--- src/rtl/uio_arb_pkg.sv ---
// Shared types and constants for the uio pin arbiter.
// Direction encoding matches the wr request bit: 1 drives the pins, 0 samples them.
package uio_arb_pkg;

    localparam int   LEN_W  = 4;
    localparam logic DIR_RD = 1'b0;
    localparam logic DIR_WR = 1'b1;

    typedef enum logic [1:0] {
        ST_IDLE = 2'd0,
        ST_TURN = 2'd1,
        ST_XFER = 2'd2
    } arb_state_t;

endpackage

--- src/rtl/uio_bus_arbiter_rr_arb2.sv ---
// Two-way round-robin pick: a lone request wins outright, and on a tie
// the requester that was not served last wins.
module rr_arb2 (
    input  logic [1:0] req,
    input  logic       last_idx,
    output logic [1:0] winner,
    output logic       any
);

    always_comb begin
        winner = req;
        if (req == 2'b11) begin
            winner = last_idx ? 2'b01 : 2'b10;
        end
    end

    assign any = |req;

endmodule

--- src/rtl/uio_bus_arbiter.sv ---
// Shares the eight uio pins between two burst requesters, inserting tristate
// turnaround cycles whenever the pin direction has to flip.
module uio_bus_arbiter
    import uio_arb_pkg::*;
#(
    parameter int TURN_CYCLES = 1
) (
    input  logic             clk,
    input  logic             rst,
    input  logic [1:0]       req,
    input  logic [1:0]       wr,
    input  logic [LEN_W-1:0] len0,
    input  logic [LEN_W-1:0] len1,
    input  logic [7:0]       wdata0,
    input  logic [7:0]       wdata1,
    input  logic [7:0]       uio_in,
    output logic [1:0]       gnt,
    output logic [1:0]       wbeat,
    output logic [1:0]       rvalid,
    output logic [7:0]       rdata,
    output logic [1:0]       done,
    output logic [7:0]       uio_out,
    output logic [7:0]       uio_oe,
    output logic             busy,
    output logic [1:0]       state_dbg
);

    // Handshake: a requester holds req until it sees done; grant is implied by
    // gnt, and req/wr/len are only looked at in IDLE when the winner is picked.
    localparam logic [1:0] TURN_LAST = 2'(TURN_CYCLES - 1);

    arb_state_t       state;
    logic             bus_dir;
    logic             rr_ptr;
    logic             cur_idx;
    logic             cur_wr;
    logic [LEN_W-1:0] cur_len;
    logic [LEN_W-1:0] beat_cnt;
    logic [1:0]       turn_cnt;

    logic [1:0]       win;
    logic             win_any;
    logic             win_idx;
    logic             sel_wr;
    logic [LEN_W-1:0] sel_len;
    logic [1:0]       cur_oh;
    logic [7:0]       cur_wdata;
    logic             last_beat;

    // rr_ptr names the requester preferred next, so the last served is its complement.
    rr_arb2 u_rr (
        .req      (req),
        .last_idx (~rr_ptr),
        .winner   (win),
        .any      (win_any)
    );

    assign win_idx   = win[1] & ~win[0];
    assign sel_wr    = wr[win_idx];
    assign sel_len   = win_idx ? len1 : len0;
    assign cur_oh    = cur_idx ? 2'b10 : 2'b01;
    assign cur_wdata = cur_idx ? wdata1 : wdata0;
    assign last_beat = (beat_cnt == cur_len);

    always_ff @(posedge clk) begin
        if (rst) begin
            state    <= ST_IDLE;
            bus_dir  <= DIR_RD;
            rr_ptr   <= 1'b0;
            cur_idx  <= 1'b0;
            cur_wr   <= DIR_RD;
            cur_len  <= '0;
            beat_cnt <= '0;
            turn_cnt <= '0;
            rvalid   <= 2'b00;
            rdata    <= 8'h00;
            uio_out  <= 8'h00;
            uio_oe   <= 8'h00;
        end else begin
            rvalid <= 2'b00;
            case (state)
                ST_IDLE: begin
                    if (win_any) begin
                        cur_idx  <= win_idx;
                        cur_wr   <= sel_wr;
                        cur_len  <= sel_len;
                        beat_cnt <= '0;
                        turn_cnt <= '0;
                        if (sel_wr == bus_dir) begin
                            state <= ST_XFER;
                        end else begin
                            state  <= ST_TURN;
                            uio_oe <= 8'h00;
                        end
                    end
                end
                ST_TURN: begin
                    if (turn_cnt == TURN_LAST) begin
                        bus_dir <= cur_wr;
                        state   <= ST_XFER;
                    end else begin
                        turn_cnt <= turn_cnt + 2'd1;
                    end
                end
                ST_XFER: begin
                    if (cur_wr) begin
                        uio_out <= cur_wdata;
                        uio_oe  <= 8'hFF;
                    end else begin
                        rdata  <= uio_in;
                        rvalid <= cur_oh;
                    end
                    if (last_beat) begin
                        rr_ptr <= ~cur_idx;
                        state  <= ST_IDLE;
                    end else begin
                        beat_cnt <= beat_cnt + 1'b1;
                    end
                end
                default: state <= ST_IDLE;
            endcase
        end
    end

    always_comb begin
        gnt   = 2'b00;
        wbeat = 2'b00;
        done  = 2'b00;
        if (state != ST_IDLE) begin
            gnt = cur_oh;
        end
        if (state == ST_XFER) begin
            if (cur_wr) begin
                wbeat = cur_oh;
            end
            if (last_beat) begin
                done = cur_oh;
            end
        end
    end

    assign busy      = (state != ST_IDLE);
    assign state_dbg = state;

endmodule

--- config.mk ---
export PLATFORM = sky130hd
export DESIGN_NAME = uio_bus_arbiter
export DESIGN_NICKNAME = d
export VERILOG_FILES = /design/src/rtl/uio_arb_pkg.sv /design/src/rtl/uio_bus_arbiter_rr_arb2.sv /design/src/rtl/uio_bus_arbiter.sv
export SDC_FILE = /design/constraint.sdc
export NUM_CORES = 1
export LEC_CHECK = 0
export BUFFER_PORTS_ARGS = -buffer_cell sky130_fd_sc_hd__buf_2
export CORE_MARGIN = 2
export CORE_UTILIZATION = 27
export DETAILED_ROUTE_END_ITERATION = 8
export PLACE_DENSITY = 0.51
export SLEW_MARGIN = 20
export SYNTH_ARGS = -nofsm -noshare
export SYNTH_HDL_FRONTEND = slang
export SYNTH_SLANG_ARGS = --single-unit
--- constraint.sdc ---
create_clock -name clk -period 1.8 [get_ports clk]
set_clock_uncertainty 0.1 [all_clocks]
set_input_delay 0.36 -clock clk [delete_from_list [all_inputs] [get_ports clk]]
set_output_delay 0.36 -clock clk [all_outputs]
set_load 0.005 [all_outputs]
# After elaboration in Yosys (flattened, before gate mapping)

Cells that the tools add are included.

Add/sub/neg operators: 2
Magnitude comparators: 1
Equality and inequality tests: 12
Mux-type cells: 27
Bitwise operators: 5
Reductions and logical operators: 16

Operators by type and width:

| cell                | number |
|---|---|
| $mux 8              | 4 |
| $mux 2              | 14 |
| $pmux 8 s2          | 1 |
| $mux 4              | 3 |
| $ne 2x2->1 const B  | 6 |
| $reduce_and 2->1    | 5 |
| $reduce_and 3->1    | 3 |
| $pmux 4 s2          | 1 |
| $pmux 2 s3          | 1 |
| $reduce_bool 2->1   | 3 |
| $add 4x1->4 const B | 1 |
| $eq 2x2->1 const B  | 2 |
| $eq 4x4->1          | 1 |
| $logic_not 2->1     | 2 |
| $not 1->1           | 4 |
| $pmux 2 s2          | 1 |
| $reduce_and 4->1    | 1 |
| $reduce_or 3->1     | 1 |
| $add 2x1->2 const B | 1 |
| $eq 2x1->1 const B  | 1 |
| $lt 1x2->1 const B  | 1 |
| $mux 1              | 2 |
| $ne 2x1->1 const B  | 1 |
| $reduce_or 2->1     | 1 |
| 2 further kinds     | 2 |

Bits in registers: 42
Input port bits: 38

# Logic depth before layout (Yosys ltp)

Gate-level depths: netlist (run 1).

Depth after elaboration: 10
Gate-level depth with buffers: 6

# By module

Synthesis (run 1) repeated with hierarchy kept, for this count alone.

Cell total of the unflattened synthesis: 203
Area total of the unflattened synthesis: 1824.2 um2

Modules (own cells, without submodules):

| module          | times used | cells each | area each (um2) |
|---|---|---|---|
| uio_bus_arbiter | 1          | 199        | 1799.2 |
| rr_arb2         | 1          | 4          | 25.0 |

# Worst setup path before layout (run 1)

OpenSTA, ideal clock, no wires.

Path kind: reg-to-output
Start: register beat_cnt[0]
End: output done[0]
Arrival time: 1078 ps
Data required time: 1340 ps
Path slack: 262 ps
Stages on the path, launching flop included: 5
Cell sequence: dfxtp_1 -> xnor2_1 -> nand4_1 -> or3_1 -> inv_1

Word-level cells in the longest chain between the ends: 3

Ends and longest elaborated chain:

| what                   | RTL line               | RTL |
|---|---|---|
| start, declared        | uio_bus_arbiter.sv:38  | `logic [LEN_W-1:0] beat_cnt;` |
| start signal, assigned | uio_bus_arbiter.sv:117 | `beat_cnt <= beat_cnt + 1'b1;` |
| $eq 4x4->1             | uio_bus_arbiter.sv:63  | `assign last_beat = (beat_cnt == cur_len);` |
| $mux 2                 | uio_bus_arbiter.sv:136 | `if (last_beat) begin` |
| $mux 2                 | uio_bus_arbiter.sv:132 | `if (state == ST_XFER) begin` |
| end, declared          | uio_bus_arbiter.sv:21  | `output logic [1:0] done,` |

Every way passes these cells.

# Worst setup path in the final report (run 1)

Start: register beat_cnt[1]
End: output done[0]

Same word-level chain as after synthesis.

==> run summary, run 1 <==
status - finished with violations
failing checks - setup timing
first-pass iteration count of the detailed router - 4
overall routing resource usage - 0.140
Clock Path Buffers - 2
Final Hold Vio Count - 0
slew at the pin closest to its max-slew limit - 435 ps
Switch Pwr - 0.604 mW
Yosys cell types - 35
# setup viols final - 2
fin. max-slew vios - 0
n_diodes - 0
via count - 1611
Initial Util - 0.279
top cells by area, synth - dfxtp_1 (43%), mux2i_1 (6.7%), nor2_1 (5.0%), a21oi_1 (4.3%), buf_4 (4.1%)
Synth Instances - 195
global-route wire length before repair - 7050 um
antenna-violating nets left - 0
Clock Latency Late Sink - 290 ps
fmax - 510 MHz
fin crit period - 1960 ps
cell accounting for the most synthesized area - dfxtp_1
pre-CTS worst setup slack - 154 ps
setup ws final - -161 ps
Rel. slew slack - 0.710
CTS tree - yes
Final GP Congestion - 0.686
Hold Path Class - input port to flip-flop
Die Y - 82.0 um
#FFs+latches synth - 35
initial antenna violation count - 0
startpoint types - flip-flop
Setup Crit Path Kind - flip-flop to output pin
Die W - 82.0 um
Worst VDD drop - 371 uV
Post-synth EDFFs - 0
worst r2r src - beat_cnt[1]
Root Buffer - clkbuf_8
Synth-to-Final Area Change - 40.6%
R2R Setup Slk - 130 ps
Max-Cap Viols - 0
FP Rows - 28
Cells on Worst Hold Path - 3
Worst Hold Endpoint - rdata[2]
nets - 311
Total Power - 2.15 mW
Leakage - 1.04 nW
Register-to-Register Path Depth - 5
share of layout cells above drive strength 1 - 0.419
Reg clk slew, reported paths - 70 ps
Int Power - 1.54 mW
RSZ-0062 raised after global routing - true
DIE AREA - 6730 sq um
vias in the first global route - 1528
Area after DPL - 2080 sq um
initial DRC count - 62
Hold Path Origin - uio_in[2]
Detail Placement HPWL - 3200 um
# DRC - 0
critical path arrival - 1500 ps
WL per Instance - 12.8 um
maximum number of pins on one net before global-route repair - 23
Synth async-reset ratio - 0
Core Region - 5890 sq um
Ports - 73
clock power share - 0.344
synthesized area - 1640 sq um
Warnings, synthesis - 0
Clock Sinks - 35
fin area - 2310 sq um
register share of total power - 0.417
htree depth - 2
top cell type's share of synthesized area - 0.426
Critical Path RT - 1340 ps
Final Cycle Share - 1.09
Worst setup EP type - output pin
power share of the combinational group - 0.239
PwrDens - 929 nW/um^2
Switching Share - 0.281
DRT Wirelength - 4430 um
Avg Cell Area, Syn - 8.43 sq um
R2R Path End - beat_cnt[3]
Mapped Nets - 235
sequential share of the synthesized area - 0.426
GRT Residual Overflow - 0
number of port buffers - 72
ys flop type - dfxtp_1
vias per inst - 4.64
CP max FO - 4
TritonCTS Buffers - 5
==> stage by stage <==
stage          setup TNS [ps]   util  hold slack, ps  std cells
2_1_floorplan               0      -             349        195
3_3_place_gp                0  0.353             368        334
3_5_place_dp                0  0.353             365        334
4_1_cts                  -169  0.387             191        347
5_1_grt                  -478  0.393             196        347
6_report                 -242  0.393             200        347
==> flip-flops by register name (all words and copies together) (netlist names), 2 cells and up <==
| name | count |
|---|---|
| cur_len | 4 |
| uio_out | 8 |
| rvalid | 2 |
| state_dbg | 2 |
| beat_cnt | 4 |
| rdata | 8 |
| turn_cnt | 2 |
==> worst max-delay path: stages, from the launching register on <==
cell and delay [ps]:
dfxtp_4 380, xnor2_4 180, nand4_1 150, or3_4 360, inv_2 60, buf_6 80
==> worst max path at each step <==
stage	startpoint	endpoint	slack, ps	cells past startpoint
after floorplan	beat_cnt[0]	done[0]	260	4
after global placement	beat_cnt[0]	done[1]	170	5
after detailed placement	beat_cnt[0]	done[0]	150	5
after CTS	beat_cnt[0]	done[0]	-110	5
after global routing	beat_cnt[1]	done[0]	-260	5
final	beat_cnt[1]	done[0]	-160	5
==> cells by family (layout without fill, tap and decap cells) <==
logic type,after synthesis,after routing,synth area share
buf+inv,26,103,0.0822
xor+xnor,4,4,0.0213
flops,35,35,0.426
mux,11,11,0.0670
fa+ha+maj,2,2,0.0152
simple gates,69,69,0.199
compound gates,48,48,0.190
==> placed cells by master (no fill, tap or decap), types with 3 or more instances in the layout <==
| cell | n |
|---|---|
| a311oi_1 | 5 |
| o21ai_0 | 11 |
| nand2_1 | 15 |
| buf_2 | 71 |
| dfxtp_2 | 6 |
| a21oi_1 | 14 |
| a211oi_1 | 8 |
| xnor2_2 | 3 |
| buf_4 | 17 |
| clkbuf_8 | 6 |
| nand3_1 | 9 |
| nand2b_1 | 4 |
| mux2i_1 | 11 |
| inv_1 | 5 |
| nor2_1 | 22 |
| dfxtp_1 | 27 |
==> final cells by class <==
cell class	instances	area [sq um]
clock inverters	2	35.0
well taps	75	93.8
fillers	632	3570
flip-flops and latches	35	716
repair buffers	89	494
clock buffers	6	82.6
inverters	6	22.5
multi-input cells	134	868
==> layer usage <==
| layer | wire length (um) | track usage | vias up |
|---|---|---|---|
| met5 | 0 | 0 | - |
| met4 | 83 | 0.0667 | 0 |
| met3 | 256 | 0.0462 | 7 |
| met2 | 2040 | 0.220 | 44 |
| met1 | 2050 | 0.172 | 730 |
| li1 | - | - | 830 |
==> cell usage after synthesis (2+ instances only) <==
master	instances
and3_1	2
nor2_1	22
nor2b_1	3
a21oi_1	14
xnor2_1	4
nor3_1	3
or3_1	3
ha_1	2
a211oi_1	8
a311oi_1	5
mux2i_1	11
clkbuf_1	8
nand3_1	9
buf_4	9
nand2b_1	4
a21boi_1	2
nand2_1	15
buf_2	3
and2_1	2
o21ai_0	11
dfxtp_1	35
inv_1	6
nor4_1	2
==> power groups by stage <==
stage	Sequential [mW]	Combinational, mW	Clock, mW
after floorplan	0.896	0.266	0
after global placement	0.906	0.443	0
after detailed placement	0.907	0.447	0
after CTS	0.896	0.496	0.763
after global routing	0.908	0.576	0.801
final	0.896	0.514	0.738
==> timing repair <==
action | CTS | global route
setup buffers | 5 | 0
hold buffers | 0 | 0
resized for setup | 14 | 7
pin swaps | 3 | 3
endpoints found under the setup margin | 2 | 4
No activity file was read; power rests on OpenSTA's default activity.
==> run 2, diff against run 1 <==
--- a/config.mk
+++ b/config.mk
@@ -10,6 +10,7 @@
 export CORE_UTILIZATION = 27
 export DETAILED_ROUTE_END_ITERATION = 8
 export PLACE_DENSITY = 0.51
+export RECOVER_POWER = 50
 export SLEW_MARGIN = 20
 export SYNTH_ARGS = -nofsm -noshare
 export SYNTH_HDL_FRONTEND = slang
==> run 2 against run 1 <==
  * The flow still finishes with violations (setup timing)
  * Sequential power about the same
  * Die area unchanged
  * Setup slack hardly changed
  * Critical path depth is the same
  * Global-route usage stayed put
  * Clock-buffer cell count is the same
  * Non-clock buffer count stayed put
  * Clock power barely moved
  * Critical endpoint unchanged
  * Largest power group unchanged
==> run summary, run 2 (synthesized netlist as in run 1, its figures left out) <==
slowest stage delay, CP - 380 ps
WL per Instance - 12.8 um
Worst setup EP type - output pin
# fillers - 648
Initial Util - 0.279
global-route wire length before repair - 7050 um
htree depth - 2
slew at the pin closest to its max-slew limit - 435 ps
Clock Path Buffers - 2
# DRC - 0
status - finished with violations
commonest non-fill, non-tap cells in the layout - buf_2 (51), dfxtp_1 (28), nor2_1 (22), clkbuf_1 (22)
fin area - 2280 sq um
fmax - 510 MHz
GRT Residual Overflow - 0
startpoint types - flip-flop
first-pass iteration count of the detailed router - 4
DRT Wirelength - 4440 um
vias in the first global route - 1528
CTS tree - yes
FP Rows - 28
most common cell after layout, fill and taps aside - buf_2
WHS - 201 ps
Area after DPL - 2080 sq um
number of port buffers - 72
Switching Share - 0.283
setup ws final - -160 ps
R2R Path End - beat_cnt[3]
Hold Path Origin - uio_in[2]
Switch Pwr - 0.605 mW
critical path arrival - 1500 ps
Root Buffer - clkbuf_8
Synth-to-Final Area Change - 38.6%
DIE AREA - 6730 sq um
Final Hold Vio Count - 0
Ports - 73
Clock Sinks - 35
Worst path slowest cell - dfxtp_4
maximum number of pins on one net before global-route repair - 23
R2R Setup Slk - 130 ps
power share of the combinational group - 0.234
Leakage - 0.946 nW
Core Region - 5890 sq um
Register-to-Register Path Depth - 5
setup tns final - -412 ps
nets - 311
Worst VDD drop - 371 uV
Setup Crit Path Kind - flip-flop to output pin
clock power share - 0.346
via count - 1613
worst r2r src - beat_cnt[1]
vias per inst - 4.65
overall routing resource usage - 0.140
Detail Placement HPWL - 3200 um
biggest registers after layout - rdata (8), uio_out (8)
# setup viols final - 5
Rel. slew slack - 0.710
fin crit period - 1960 ps
Reg clk slew, reported paths - 70 ps
RSZ-0062 raised after global routing - true
worst setup path end - done[0]
TritonCTS Buffers - 5
Die Y - 82.0 um
Final Cycle Share - 1.09
Final GP Congestion - 0.686
Clock Latency Late Sink - 290 ps
initial antenna violation count - 0
Max-Cap Viols - 0
Critical Path RT - 1340 ps
critical-path cell list - xnor2_4 > nand4_1 > or3_4 > inv_2 > buf_6
PwrDens - 937 nW/um^2
Die W - 82.0 um
Hold Path Class - input port to flip-flop
antenna-violating nets left - 0
Setup crit start - beat_cnt[1]
Int Power - 1.53 mW
CP max FO - 4
initial DRC count - 62
share of layout cells above drive strength 1 - 0.335
n_diodes - 0
failing checks - setup timing
fin. max-slew vios - 0
register share of total power - 0.420
==> run 2: changes by cell type in the layout (fill, tap and decap cells not counted), sizes merged <==
cell    change
clkbuf     +22
buf        -22
==> run 2: stage by stage <==
| stage | std cells | worst slack (ps) | total power [mW] | utilization |
|---|---|---|---|---|
| 5_1_grt | 347 | -262 | 2.27 | 0.387 |
| 3_3_place_gp | 334 | 167 | 1.35 | 0.353 |
| 3_5_place_dp | 334 | 154 | 1.35 | 0.353 |
| 4_1_cts | 347 | -110 | 2.16 | 0.387 |
| 6_report | 347 | -160 | 2.13 | 0.387 |
| 2_1_floorplan | 195 | 262 | 1.16 | - |
==> run 2: timing repair <==
| action | 4_1_cts | 5_1_grt |
|---|---|---|
| hold buffers | 0 | 0 |
| pin swaps | 3 | 3 |
| gates resized for setup | 14 | 7 |
| setup buffers | 5 | 0 |
| endpoints found under the hold margin | 0 | 0 |
| endpoints found under the setup margin | 2 | 4 |
==> run 2: area by class of cell <==
type,instances,area [sq um],share of cell area
Sequential cell,35,714,0.314
Timing Repair Buffer,89,462,0.203
Inverter,6,22.5,0.00988
Tap cell,75,93.8,0.0412
Clock inverter,2,35.0,0.0154
Clock buffer,6,82.6,0.0362
Multi-Input combinational cell,134,868,0.381
==> run 2: layer usage <==
layer  up-vias  wire length (um)  GRT usage
li1        830                 -          -
met1       732              2060      0.172
met2        44              2040      0.220
met3         7               266     0.0462
met4         0                83     0.0667
met5         -                 0          0
==> run 2: power by group through the flow <==
stage | combinational [mW] | sequential [mW] | clock [mW]
2_1_floorplan | 0.266 | 0.896 | 0
3_3_place_gp | 0.443 | 0.906 | 0
3_5_place_dp | 0.447 | 0.907 | 0
4_1_cts | 0.496 | 0.896 | 0.763
5_1_grt | 0.563 | 0.908 | 0.801
6_report | 0.501 | 0.896 | 0.738
==> run 2: worst max-delay path, delay by kind of cell, from the launching register on <==
kind	cells	cell delay [ps]
buffers and inverters	2	140
xor gates and xnor gates	1	180
and+or+nand+nor	2	510
DFF	1	380
==> run 2: how the worst min path moves through the flow <==
| stage | end | slack, ps | depth (start not counted) |
|---|---|---|---|
| after global placement | rdata[1] | 370 | 2 |
| after floorplan | rr_ptr | 350 | 2 |
| final | rdata[2] | 200 | 3 |
| after CTS | rdata[7] | 190 | 3 |
| after global routing | rdata[2] | 200 | 3 |
| after detailed placement | rdata[7] | 370 | 2 |
==> run 3, diff against run 2 <==
--- a/config.mk
+++ b/config.mk
@@ -5,6 +5,7 @@
 export SDC_FILE = /design/constraint.sdc
 export NUM_CORES = 1
 export LEC_CHECK = 0
+export ABC_AREA = 1
 export BUFFER_PORTS_ARGS = -buffer_cell sky130_fd_sc_hd__buf_2
 export CORE_MARGIN = 2
 export CORE_UTILIZATION = 27
==> run 3 against run 2 <==
  * The flow now finishes without violations
  * Die area decreased by 1.0%
  * Fmax increased by 14%
  * Clock-buffer cell count unchanged
==> run summary, run 3 <==
nets - 343
synthesized area - 1630 sq um
crit-path most repeated cell - nand2_1
# DRC - 0
CP top delay family - simple AND/OR/NAND/NOR gates
CTS tree - yes
WL per Instance - 11.6 um
PwrDens - 958 nW/um^2
Worst Hold Endpoint - uio_out[6]
top cells by area, synth - dfxtp_1 (43%), nand2_1 (15%), nand3_1 (5.8%), inv_1 (5.5%), a21oi_1 (4.9%)
Max-Cap Viols - 0
Synth Instances - 224
WP buf/inv - 2
antenna-violating nets left - 0
startpoint types - flip-flop
Die W - 81.6 um
n_diodes - 0
fin. max-slew vios - 0
#FFs+latches synth - 35
initial antenna violation count - 0
maximum number of pins on one net before global-route repair - 27
Setup Crit Path Kind - flip-flop to output pin
Warnings, synthesis - 0
top cell type's share of synthesized area - 0.431
Worst VDD drop - 371 uV
critical path arrival - 1260 ps
setup tns final - 0 ps
R2R Path End - uio_out[2]
pre-CTS worst setup slack - 231 ps
vias in the first global route - 1581
Setup crit start - beat_cnt[1]
FP Rows - 28
ys flop type - dfxtp_1
cell accounting for the most synthesized area - dfxtp_1
Cells on Worst Hold Path - 3
overall routing resource usage - 0.134
# setup viols final - 0
DRT Wirelength - 4410 um
sequential share of the synthesized area - 0.431
TritonCTS Buffers - 5
status - finished, final reports clean
biggest registers after layout - rdata (8), uio_out (8)
Hold Path Class - input port to flip-flop
slowest stage delay, CP - 370 ps
Rel. slew slack - 0.747
Avg Cell Area, Syn - 7.26 sq um
total stage count of the critical path - 7
initial DRC count - 50
Register-to-Register Path Depth - 7
Worst path slowest cell - dfxtp_4
Ports - 73
final core area utilization - 0.371
Hold Path Origin - wdata0[6]
fmax - 583 MHz
most common cell after layout, fill and taps aside - nand2_1
most frequent cell after synthesis - nand2_1
GRT Residual Overflow - 0
# fillers - 655
Final GP Congestion - 0.860
Seq. cell area - 718 sq um
Reg clk slew, reported paths - 80 ps
commonest non-fill, non-tap cells in the layout - nand2_1 (63), buf_2 (56), dfxtp_1 (27)
first-pass iteration count of the detailed router - 4
number of port buffers - 72
global-route wire length before repair - 6830 um
Core Region - 5890 sq um
critical-path cell list - inv_2 > nand2_1 > nand2_1 > nor2_2 > nand3_2 > nor2_1 > buf_2
CP max FO - 4
Synth async-reset ratio - 0
Post-synth top cells - nand2_1 (63), dfxtp_1 (35), inv_1 (24), nand3_1 (19), nor2_1 (17)
Initial Util - 0.276
Detail Placement HPWL - 3310 um
Final Cycle Share - 0.953
R2R Setup Slk - 300 ps
Die Y - 81.6 um
Multi-input gate area - 754 sq um
Clock Latency Late Sink - 290 ps
slew at the pin closest to its max-slew limit - 378 ps
vias per inst - 4.48
Leakage - 0.971 nW
fin crit period - 1720 ps
Hold Buf Count CTS - 0
Critical Path RT - 1340 ps
Worst setup EP type - output pin
share of layout cells above drive strength 1 - 0.309
DIE AREA - 6660 sq um
worst r2r src - state_dbg[1]
Yosys cell types - 29
Post-synth EDFFs - 0
Synth-to-Final Area Change - 34.4%
Mapped Nets - 264
Root Buffer - clkbuf_8
setup ws final - 83.9 ps
Final Hold Vio Count - 0
Clock Sinks - 35
via count - 1697
htree depth - 2
Clock Path Buffers - 2
[run 3: changes by cell type after synthesis, moves of 4 or more]
cell	previous run	this run
nand2_1	15	63
inv_1	6	24
mux2i_1	11	1
nand3_1	9	19
a31oi_1	0	8
a211oi_1	8	1
o21ai_0	11	4
a311oi_1	5	0
clkbuf_1	8	3
nor2_1	22	17
o22ai_1	0	5
nand2b_1	4	0
[run 3: layout make-up]
cell class | instances | area share
Clock buffer | 6 | 0.0378
Clock inverter | 2 | 0.00744
Inverter | 25 | 0.0429
Multi-Input combinational cell | 152 | 0.345
Sequential cell | 35 | 0.329
Tap cell | 75 | 0.0429
Timing Repair Buffer | 84 | 0.195
[run 3: repair_timing]
item | CTS | global route
gates resized for setup | 2 | 14
buffers inserted | 2 | 4
pin swaps | 1 | 5
endpoints found under the setup margin | 4 | 3
[run 3: power breakdown]
| part | internal [mW] | switching (mW) |
|---|---|---|
| clock network | 0.312 | 0.300 |
| logic | 0.231 | 0.340 |
| registers | 0.856 | 0.0541 |
| total | 1.40 | 0.695 |
[run 3: worst reg2reg max path, delay by kind of cell, from the launching register on]
kind,cells,cell delay (ps)
compound gates,1,170
flops,1,350
buf+inv,2,340
simple gates,4,480
[run 3: per-layer routing]
metal | GRT usage | wire length (um) | vias to the layer above
li1 | - | - | 883
met1 | 0.153 | 1930 | 753
met2 | 0.235 | 2100 | 56
met3 | 0.0407 | 337 | 5
met4 | 0.0483 | 40 | 0
met5 | 0 | 0 | -
[run 3: through the flow]
| stage | hold slack [ps] | std cells | cell area (sq um) | power [mW] |
|---|---|---|---|---|
| 2_1_floorplan | 327 | 224 | 1630 | 1.25 |
| 3_3_place_gp | 347 | 365 | 2050 | 1.46 |
| 3_5_place_dp | 356 | 365 | 2050 | 1.46 |
| 4_1_cts | 212 | 375 | 2160 | 2.11 |
| 5_1_grt | 216 | 379 | 2190 | 2.23 |
| 6_report | 222 | 379 | 2190 | 2.09 |
[run 3: cell families (layout without fill, tap and decap cells)]
logic type,Yosys count,after routing,share of synthesized area
buffers and inverters,37,117,0.107
XOR/XNOR,2,2,0.0108
flip-flops,35,35,0.431
AND/OR/NAND/NOR,110,110,0.298
adder cells (fa/ha/maj),2,2,0.0154
multiplexers,1,1,0.00615
AO/OA/AOI/OAI,37,37,0.132
[run 3: worst max-delay path by stage]
stage | endpoint | slack [ps]
6_report | done[0] | 80
3_3_place_gp | wbeat[0] | 250
2_1_floorplan | done[0] | 350
4_1_cts | done[0] | 2
3_5_place_dp | wbeat[0] | 230
5_1_grt | done[0] | -1
